<file path="src/rtl/subtract8_pkg.sv">
// Shared constants for the registered ripple-borrow subtractor: default width,
// flag bundle type and the values loaded while reset is asserted.
package subtract8_pkg;

    localparam int WIDTH_DEF = 8;

    typedef struct packed {
        logic val;
        logic leq;
        logic zero;
    } flags_t;

    // Reset leaves the block looking like a completed 0 - 0.
    localparam logic   OUT_RST_BIT = 1'b0;
    localparam flags_t FLAGS_RST   = '{val: 1'b1, leq: 1'b1, zero: 1'b1};

endpackage

</file>
<file path="src/rtl/subtract8_if.sv">
// Operand/result bundle of the subtractor; the master drives operands, the
// slave (the subtractor) returns the registered difference and flags.
interface subtract8_if #(
    parameter int WIDTH = subtract8_pkg::WIDTH_DEF
);

    logic signed [WIDTH-1:0] ina;
    logic signed [WIDTH-1:0] inb;
    logic signed [WIDTH-1:0] out;
    logic                    val;
    logic                    leq;
    logic                    zero;

    modport master (output ina, inb, input out, val, leq, zero);
    modport slave  (input ina, inb, output out, val, leq, zero);

endinterface

</file>
<file path="src/rtl/subtract8_full_sub.sv">
// One-bit full subtractor: d = a - b - bin, bout set when the stage borrows.
module full_sub (
    input  logic a,
    input  logic b,
    input  logic bin,
    output logic d,
    output logic bout
);

    assign d    = a ^ b ^ bin;
    assign bout = (~a & b) | (~(a ^ b) & bin);

endmodule

</file>
<file path="src/rtl/subtract8.sv">
// Registered two's-complement subtractor built from a ripple-borrow chain of
// full_sub cells, with overflow, subleq-branch and zero flags.
module subtract8
    import subtract8_pkg::*;
#(
    parameter int WIDTH = WIDTH_DEF
) (
    input logic         clk,
    input logic         rst_n,
    subtract8_if.slave  bus
);

    // Signed overflow: operands of opposite sign and the result took b's sign.
    function automatic logic no_overflow(input logic a_msb, input logic b_msb,
                                         input logic d_msb);
        no_overflow = !((a_msb != b_msb) && (d_msb != a_msb));
    endfunction

    logic signed [WIDTH-1:0] diff_p0;
    logic        [WIDTH:0]   borrow_p0;
    logic                    sign_ext_p0;
    logic                    unused_bout;
    flags_t                  flags_p0;

    logic signed [WIDTH-1:0] out_p1;
    flags_t                  flags_p1;

    // Stage p0: combinational borrow chain and flag derivation
    assign borrow_p0[0] = 1'b0;

    for (genvar i = 0; i < WIDTH; i++) begin : g_chain
        full_sub u_fs (
            .a    (bus.ina[i]),
            .b    (bus.inb[i]),
            .bin  (borrow_p0[i]),
            .d    (diff_p0[i]),
            .bout (borrow_p0[i+1])
        );
    end

    // Extra stage on the sign-extended operands gives the exact difference's
    // sign, so leq stays correct when the WIDTH-bit result wraps.
    full_sub u_ext (
        .a    (bus.ina[WIDTH-1]),
        .b    (bus.inb[WIDTH-1]),
        .bin  (borrow_p0[WIDTH]),
        .d    (sign_ext_p0),
        .bout (unused_bout)
    );

    // The exact difference can only be zero when the wrapped one is.
    always_comb begin
        flags_p0      = FLAGS_RST;
        flags_p0.zero = (diff_p0 == '0);
        flags_p0.val  = no_overflow(bus.ina[WIDTH-1], bus.inb[WIDTH-1],
                                    diff_p0[WIDTH-1]);
        flags_p0.leq  = sign_ext_p0 | flags_p0.zero;
    end

    // Stage p1: result register
    always_ff @(posedge clk or negedge rst_n) begin
        if (!rst_n) begin
            out_p1   <= {WIDTH{OUT_RST_BIT}};
            flags_p1 <= FLAGS_RST;
        end else begin
            out_p1   <= diff_p0;
            flags_p1 <= flags_p0;
        end
    end

    assign bus.out  = out_p1;
    assign bus.val  = flags_p1.val;
    assign bus.leq  = flags_p1.leq;
    assign bus.zero = flags_p1.zero;

endmodule

</file>
<file path="src/flat_wrapper.sv">
// flat-port wrapper written by rule: the top's interface ports become plain ports
module subtract8_flat import subtract8_pkg::*;
#(
    parameter int WIDTH = WIDTH_DEF
)
  (clk, rst_n, bus_ina, bus_inb, bus_out, bus_val, bus_leq, bus_zero);
  subtract8_if #(.WIDTH(WIDTH)) bus_i ();
  input logic clk;
  input logic rst_n;
  input wire logic [$bits(bus_i.ina)-1:0] bus_ina;
  input wire logic [$bits(bus_i.inb)-1:0] bus_inb;
  output wire logic [$bits(bus_i.out)-1:0] bus_out;
  output wire logic [$bits(bus_i.val)-1:0] bus_val;
  output wire logic [$bits(bus_i.leq)-1:0] bus_leq;
  output wire logic [$bits(bus_i.zero)-1:0] bus_zero;
  assign bus_i.ina = bus_ina;
  assign bus_i.inb = bus_inb;
  assign bus_out = bus_i.out;
  assign bus_val = bus_i.val;
  assign bus_leq = bus_i.leq;
  assign bus_zero = bus_i.zero;
  subtract8 #(.WIDTH(WIDTH)) u_core (.clk(clk), .rst_n(rst_n), .bus(bus_i));
endmodule
</file>
<file path="config.mk">
export PLATFORM = sky130hd
export DESIGN_NAME = subtract8_flat
export DESIGN_NICKNAME = d
export VERILOG_FILES = /design/src/rtl/subtract8_pkg.sv /design/src/rtl/subtract8_if.sv /design/src/rtl/subtract8_full_sub.sv /design/src/rtl/subtract8.sv /design/src/flat_wrapper.sv
export SDC_FILE = /design/constraint.sdc
export NUM_CORES = 1
export LEC_CHECK = 0
export CORE_ASPECT_RATIO = 1.1
export CORE_MARGIN = 2
export CORE_UTILIZATION = 39
export CTS_CLUSTER_DIAMETER = 120
export DETAILED_ROUTE_END_ITERATION = 6
export PLACE_DENSITY = 0.77
export SLEW_MARGIN = 10
export SYNTH_ARGS = -nofsm -noshare
export SYNTH_HDL_FRONTEND = slang
export SYNTH_HIERARCHICAL = 1
export SYNTH_SLANG_ARGS = --single-unit
</file>
<file path="constraint.sdc">
create_clock -name clk -period 0.8 [get_ports clk]
set_input_delay 0.08 -clock clk [delete_from_list [all_inputs] [get_ports clk]]
set_output_delay 0.08 -clock clk [all_outputs]
set_load 0.02 [all_outputs]
</file>
==> flow_summary_export.csv, run 1 <==
group,metric,value,unit
sta,max_freq,253,MHz
global_routing,grt_pass1_wl,1790,um
sta,setup_viol,21,
routing,drc,0,
floorplan,dieArea,0.00188,mm2
pwr,finalPower,1.78,mW
global_routing,grt_overflow_total,0,
run,cap_viol_max_count,0,
sta,fin_ws,-3.15,ns
floorplan,dieHeight,45.3,um
clock_tree,post_cts_buffers,0,
status,outcome,"finished with violations",
sta,setup-tns-final,-19.80,ns
clock_tree,cts_buffers,3,
placed_design,placed_area,967,um2
global_routing,gr-usage-all-layers,13.1,%
floorplan,initial_core_util,43.1,%
clock_tree,cts_buffer_depth,2,
routing,ant_nets,0,
layout,drive_gt1_share,54.4,%
sta,rsz0062_at_grt,"true",
synthesis,syn_area,604,um2
layout,diodes,0,
setup_path,critPathLaunchType,"primary input",
layout,syn_to_final_growth,68.3,%
synthesis,syn_inst,54,
layout,final_cell_mix,"inv_2 (17), clkdlybuf4s50_1 (15), buf_6 (14)",
status,violations,"setup timing",
clock_tree,path_clk_slew,0.07,ns
routing,drt_iter0_markers,2,
global_routing,grt_pass1_vias,448,
layout,fillers,105,
clock_tree,htree_levels,1,
setup_path,crit_end,"u_core/bus.leq",
sta,finalCritPeriodShare,494,%
floorplan,die_x,41.5,um
layout,fin_nets,118,
placed_design,hpwl,941,um
sta,drv_slew,0,
routing,viasPerCell,4.04,
clock_tree,cts-root-buf,"clkbuf_4",
setup_path,worstPathRequired,0.98,ns
routing,routed_wl,997,um
synthesis,synth_nets,81,
routing,avgRoutedWirePerCell,9.41,um
global_routing,grt_antenna_before_repair,0,
clock_tree,cts_tree,"built",
setup_path,arrival,4.13,ns
synthesis,syn-mean-instance-area,11.2,um2
clock_tree,ctsHoldBuffers,0,
pwr,ir_worst_vdd,1.21,mV
pwr,power_density,1750,mW/mm2
floorplan,fp.coreArea,0.00140,mm2
placed_design,port_buffers,28,
sta,hold_viol_final,0,
routing,num_vias,428,
setup_path,end_kind,"flip-flop",
clock_tree,clock_sinks,11,
setup_path,cp_max_fo,1,
floorplan,rows,14,
synthesis,ys.warnings.count,6,
floorplan,ios,29,
placed_design,gp_congestion,0.653,
setup_path,cp-startpoint,"bus_ina[0]",
worst_hold_path,hold_path.class,"primary input to flip-flop",
routing,dr.pass1.iters,2,
layout,finalInstanceArea,0.00102,mm2
pwr,p_leak,0.495,nW
sta,min_period,3.95,ns
layout,final_common_cell,"inv_2",
global_routing,grt_max_degree,12,
setup_path,criticalPathCategory,"primary input to flip-flop",
==> what timing repair did <==
action                                  4_1_cts  5_1_grt
endpoints found under the setup margin       22       21
pin swaps                                    10       10
gates resized for setup                      91        1
gates cloned                                  0        0
==> report_power, final <==
part / internal, mW / switching, mW / leakage, nW
Combinational: 0.396 / 0.326 / 0.355
Clock: 0.192 / 0.161 / 0.0150
Sequential: 0.664 / 0.0422 / 0.125
Total: 1.25 / 0.530 / 0.495
==> critical path, cell delays in order <==
cell and delay, ns:
buf_6 0.09, fa_2 0.35, inv_2 0.07, inv_2 0.03, fa_2 0.32, inv_2 0.06, inv_2 0.03, fa_2 0.32
inv_2 0.06, inv_2 0.03, fa_2 0.32, inv_2 0.05, inv_2 0.03, fa_2 0.33, inv_2 0.06, inv_2 0.03
fa_2 0.33, inv_2 0.06, inv_2 0.03, fa_2 0.32, inv_2 0.05, inv_2 0.03, fa_2 0.37, inv_2 0.06
inv_2 0.03, fa_1 0.43, o21bai_1 0.16
==> how the worst min path moves through the flow <==
stage | startpoint | endpoint | depth (start not counted)
finish | bus_ina[0] | u_core/bus.out[0] | 2
global placement | rst_n | u_core/bus.out[7] | 2
global route | bus_ina[0] | u_core/bus.out[0] | 2
floorplan | rst_n | u_core/bus.out[0] | 0
detailed placement | rst_n | u_core/bus.out[7] | 2
CTS | bus_ina[0] | u_core/bus.out[0] | 2
==> flip-flops by register name, summed over array words and instances, names as in the netlist <==
signal / flops
u_core/bus.out: 8
u_core/bus.leq: 1
u_core/bus.val: 1
u_core/bus.zero: 1
==> layout make-up <==
cell class,count,area (um2),share of cell area [%]
Clock buffer,4,26.3,2.58
Inverter,26,97.6,9.59
Multi-Input combinational cell,17,251,24.7
Sequential cell,11,279,27.4
Tap cell,16,20.0,1.97
Timing Repair Buffer,32,343,33.7
==> per-layer routing <==
layer | GRT usage (%) | up-vias | wire length (um)
met2 | 25.9 | 14 | 605
li1 | - | 214 | -
met1 | 13.2 | 200 | 353
met4 | 7.74 | 0 | 0
met3 | 1.60 | 0 | 38
met5 | 0 | - | 0
==> through the flow <==
| step | instances | worst slack [ns] | hold WS (ns) | utilization [%] |
|---|---|---|---|---|
| final | 106 | -3.15 | 0.131 | 72.6 |
| after global routing | 106 | -3.32 | 0.135 | 72.6 |
| after CTS | 106 | -3.32 | 0.133 | 72.1 |
| after detailed placement | 102 | -3.89 | 0.421 | 69.0 |
| after global placement | 102 | -3.78 | 0.414 | 69.0 |
| after floorplan | 54 | -3.22 | -0.216 | - |
No activity file was read; power rests on OpenSTA's default activity.
==> inputs of run 2 (changes only) <==
Settings changed: SLEW_MARGIN 10 to 20.
==> results of run 2 <==
Final layout, timing and power as in run 1 (identical DEF).
==> inputs of run 3 (changes only) <==
Settings changed: CORE_UTILIZATION 39 to 36, GPL_ROUTABILITY_DRIVEN set to 0, PLACE_DENSITY 0.77 to 0.72.
==> flow_summary_export.csv, run 3 (synthesized netlist as in run 1, its figures left out) <==
group,metric,value,unit
status,outcome,"finished with violations",
status,violations,"setup timing",
clock_tree,cts_buffers,3,
sta,finalCritPeriodShare,492,%
placed_design,pre_cts_ws,-3.86,ns
global_routing,grt_antenna_before_repair,0,
sta,hold_viol_final,0,
pwr,p_int,1.26,mW
pwr,p_switching,0.537,mW
layout,drive_gt1_share,56.7,%
routing,ant_nets,0,
floorplan,fp.coreArea,0.00158,mm2
setup_path,worstPathRequired,0.99,ns
pwr,p_sw_share,29.9,%
setup_path,crit_end,"u_core/bus.leq",
pwr,finalPower,1.79,mW
layout,final_cell_mix,"inv_2 (17), clkdlybuf4s50_1 (15), buf_6 (14)",
setup_path,end_kind,"flip-flop",
clock_tree,path_clk_slew,0.06,ns
clock_tree,htree_levels,1,
pwr,ir_worst_vdd,0.672,mV
floorplan,dieHeight,47.0,um
floorplan,initial_core_util,38.3,%
pwr,power_density,1750,mW/mm2
floorplan,die_x,43.1,um
routing,dr.pass1.iters,4,
setup_path,cp-startpoint,"bus_ina[0]",
layout,syn_to_final_growth,69.6,%
placed_design,port_buffers,28,
worst_hold_path,hold_path.class,"primary input to async pin",
pwr,p_clk_share,19.8,%
layout,finalNonFillerCells,107,
sta,max_freq,254,MHz
routing,num_vias,441,
global_routing,grt_pass1_vias,437,
clock_tree,cts-root-buf,"clkbuf_4",
pwr,comb_power_share,40.9,%
run,cap_viol_max_count,0,
placed_design,placed_cells_incl_taps,103,
layout,final_common_cell,"inv_2",
global_routing,grt_overflow_total,0,
global_routing,grt_pass1_wl,1770,um
setup_path,cp_max_fo,2,
routing,drc,0,
setup_path,criticalPathCategory,"primary input to flip-flop",
setup_path,critPathLaunchType,"primary input",
clock_tree,clock_sinks,11,
clock_tree,cts_tree,"built",
pwr,p_leak,0.495,nW
layout,diodes,0,
pwr,p_seq_share,39.4,%
sta,setup_viol,21,
placed_design,hpwl,940,um
sta,rsz0062_at_grt,"true",
floorplan,ios,29,
clock_tree,post_cts_buffers,0,
global_routing,gr-usage-all-layers,12.2,%
routing,drt_iter0_markers,1,
clock_tree,cts_buffer_depth,2,
floorplan,dieArea,0.00202,mm2
sta,fin_ws,-3.14,ns
routing,viasPerCell,4.12,
routing,avgRoutedWirePerCell,9.85,um
layout,fin_nets,118,
global_routing,grt_max_degree,12,
floorplan,rows,15,
layout,largest_reg_flops,8,
sta,drv_slew,0,
setup_path,arrival,4.12,ns
sta,min_period,3.94,ns
routing,routed_wl,1050,um
run 3: worst min-delay path by stage:
stage,start,end,cells past startpoint
after floorplan,rst_n,u_core/bus.out[0],0
after global placement,rst_n,u_core/bus.out[6],2
after detailed placement,rst_n,u_core/bus.out[6],2
after CTS,rst_n,u_core/bus.out[0],2
after global routing,bus_ina[0],u_core/bus.out[0],2
final,rst_n,u_core/bus.out[6],2
run 3: timing repair:
action,in CTS,in global routing
pin swaps,12,7
endpoints found under the setup margin,22,21
gates resized for setup,92,2
hold buffers,0,0
run 3: critical path, stage by stage:
cell	delay, ns
buf_6	0.09
fa_2	0.34
inv_2	0.06
inv_2	0.03
fa_2	0.34
inv_2	0.06
inv_2	0.03
fa_2	0.32
inv_2	0.06
inv_2	0.03
fa_2	0.32
inv_2	0.06
inv_2	0.03
fa_2	0.32
inv_2	0.06
inv_2	0.03
fa_2	0.32
inv_2	0.06
inv_2	0.03
fa_2	0.32
inv_2	0.06
inv_2	0.03
fa_2	0.45
or4_4	0.44
o21bai_1	0.15
run 3: layer usage:
layer	vias to the layer above	routed length, um	GRT usage, %
met2	14	612	23.3
met5	-	0	0
li1	211	-	-
met1	216	368	13.1
met4	0	0	5.45
met3	0	74	2.69
run 3: cell type report:
cell class | count | area (um2)
Timing Repair Buffer | 32 | 343
Multi-Input combinational cell | 17 | 258
Tap cell | 17 | 21.3
Fill cell | 138 | 552
Inverter | 26 | 97.6
Sequential cell | 11 | 279
Clock buffer | 4 | 26.3
run 3: through the flow:
| stage | utilization, % | hold WS, ns | setup TNS, ns | area [um2] |
|---|---|---|---|---|
| 2_1_floorplan | - | -0.216 | -19.84 | 624 |
| 3_3_place_gp | 61.4 | 0.416 | -28.37 | 968 |
| 3_5_place_dp | 61.4 | 0.419 | -28.96 | 968 |
| 4_1_cts | 64.4 | 0.131 | -21.00 | 1020 |
| 5_1_grt | 65.0 | 0.144 | -21.23 | 1020 |
| 6_report | 65.0 | 0.135 | -19.75 | 1020 |
run 3: power groups by stage:
stage                     logic, mW  clock network, mW  registers, mW
after floorplan               0.164                  0          0.826
after global placement        0.651                  0          0.696
after detailed placement      0.676                  0          0.697
after CTS                     0.741              0.371          0.708
after global routing          0.801              0.391          0.713
final                         0.733              0.355          0.706
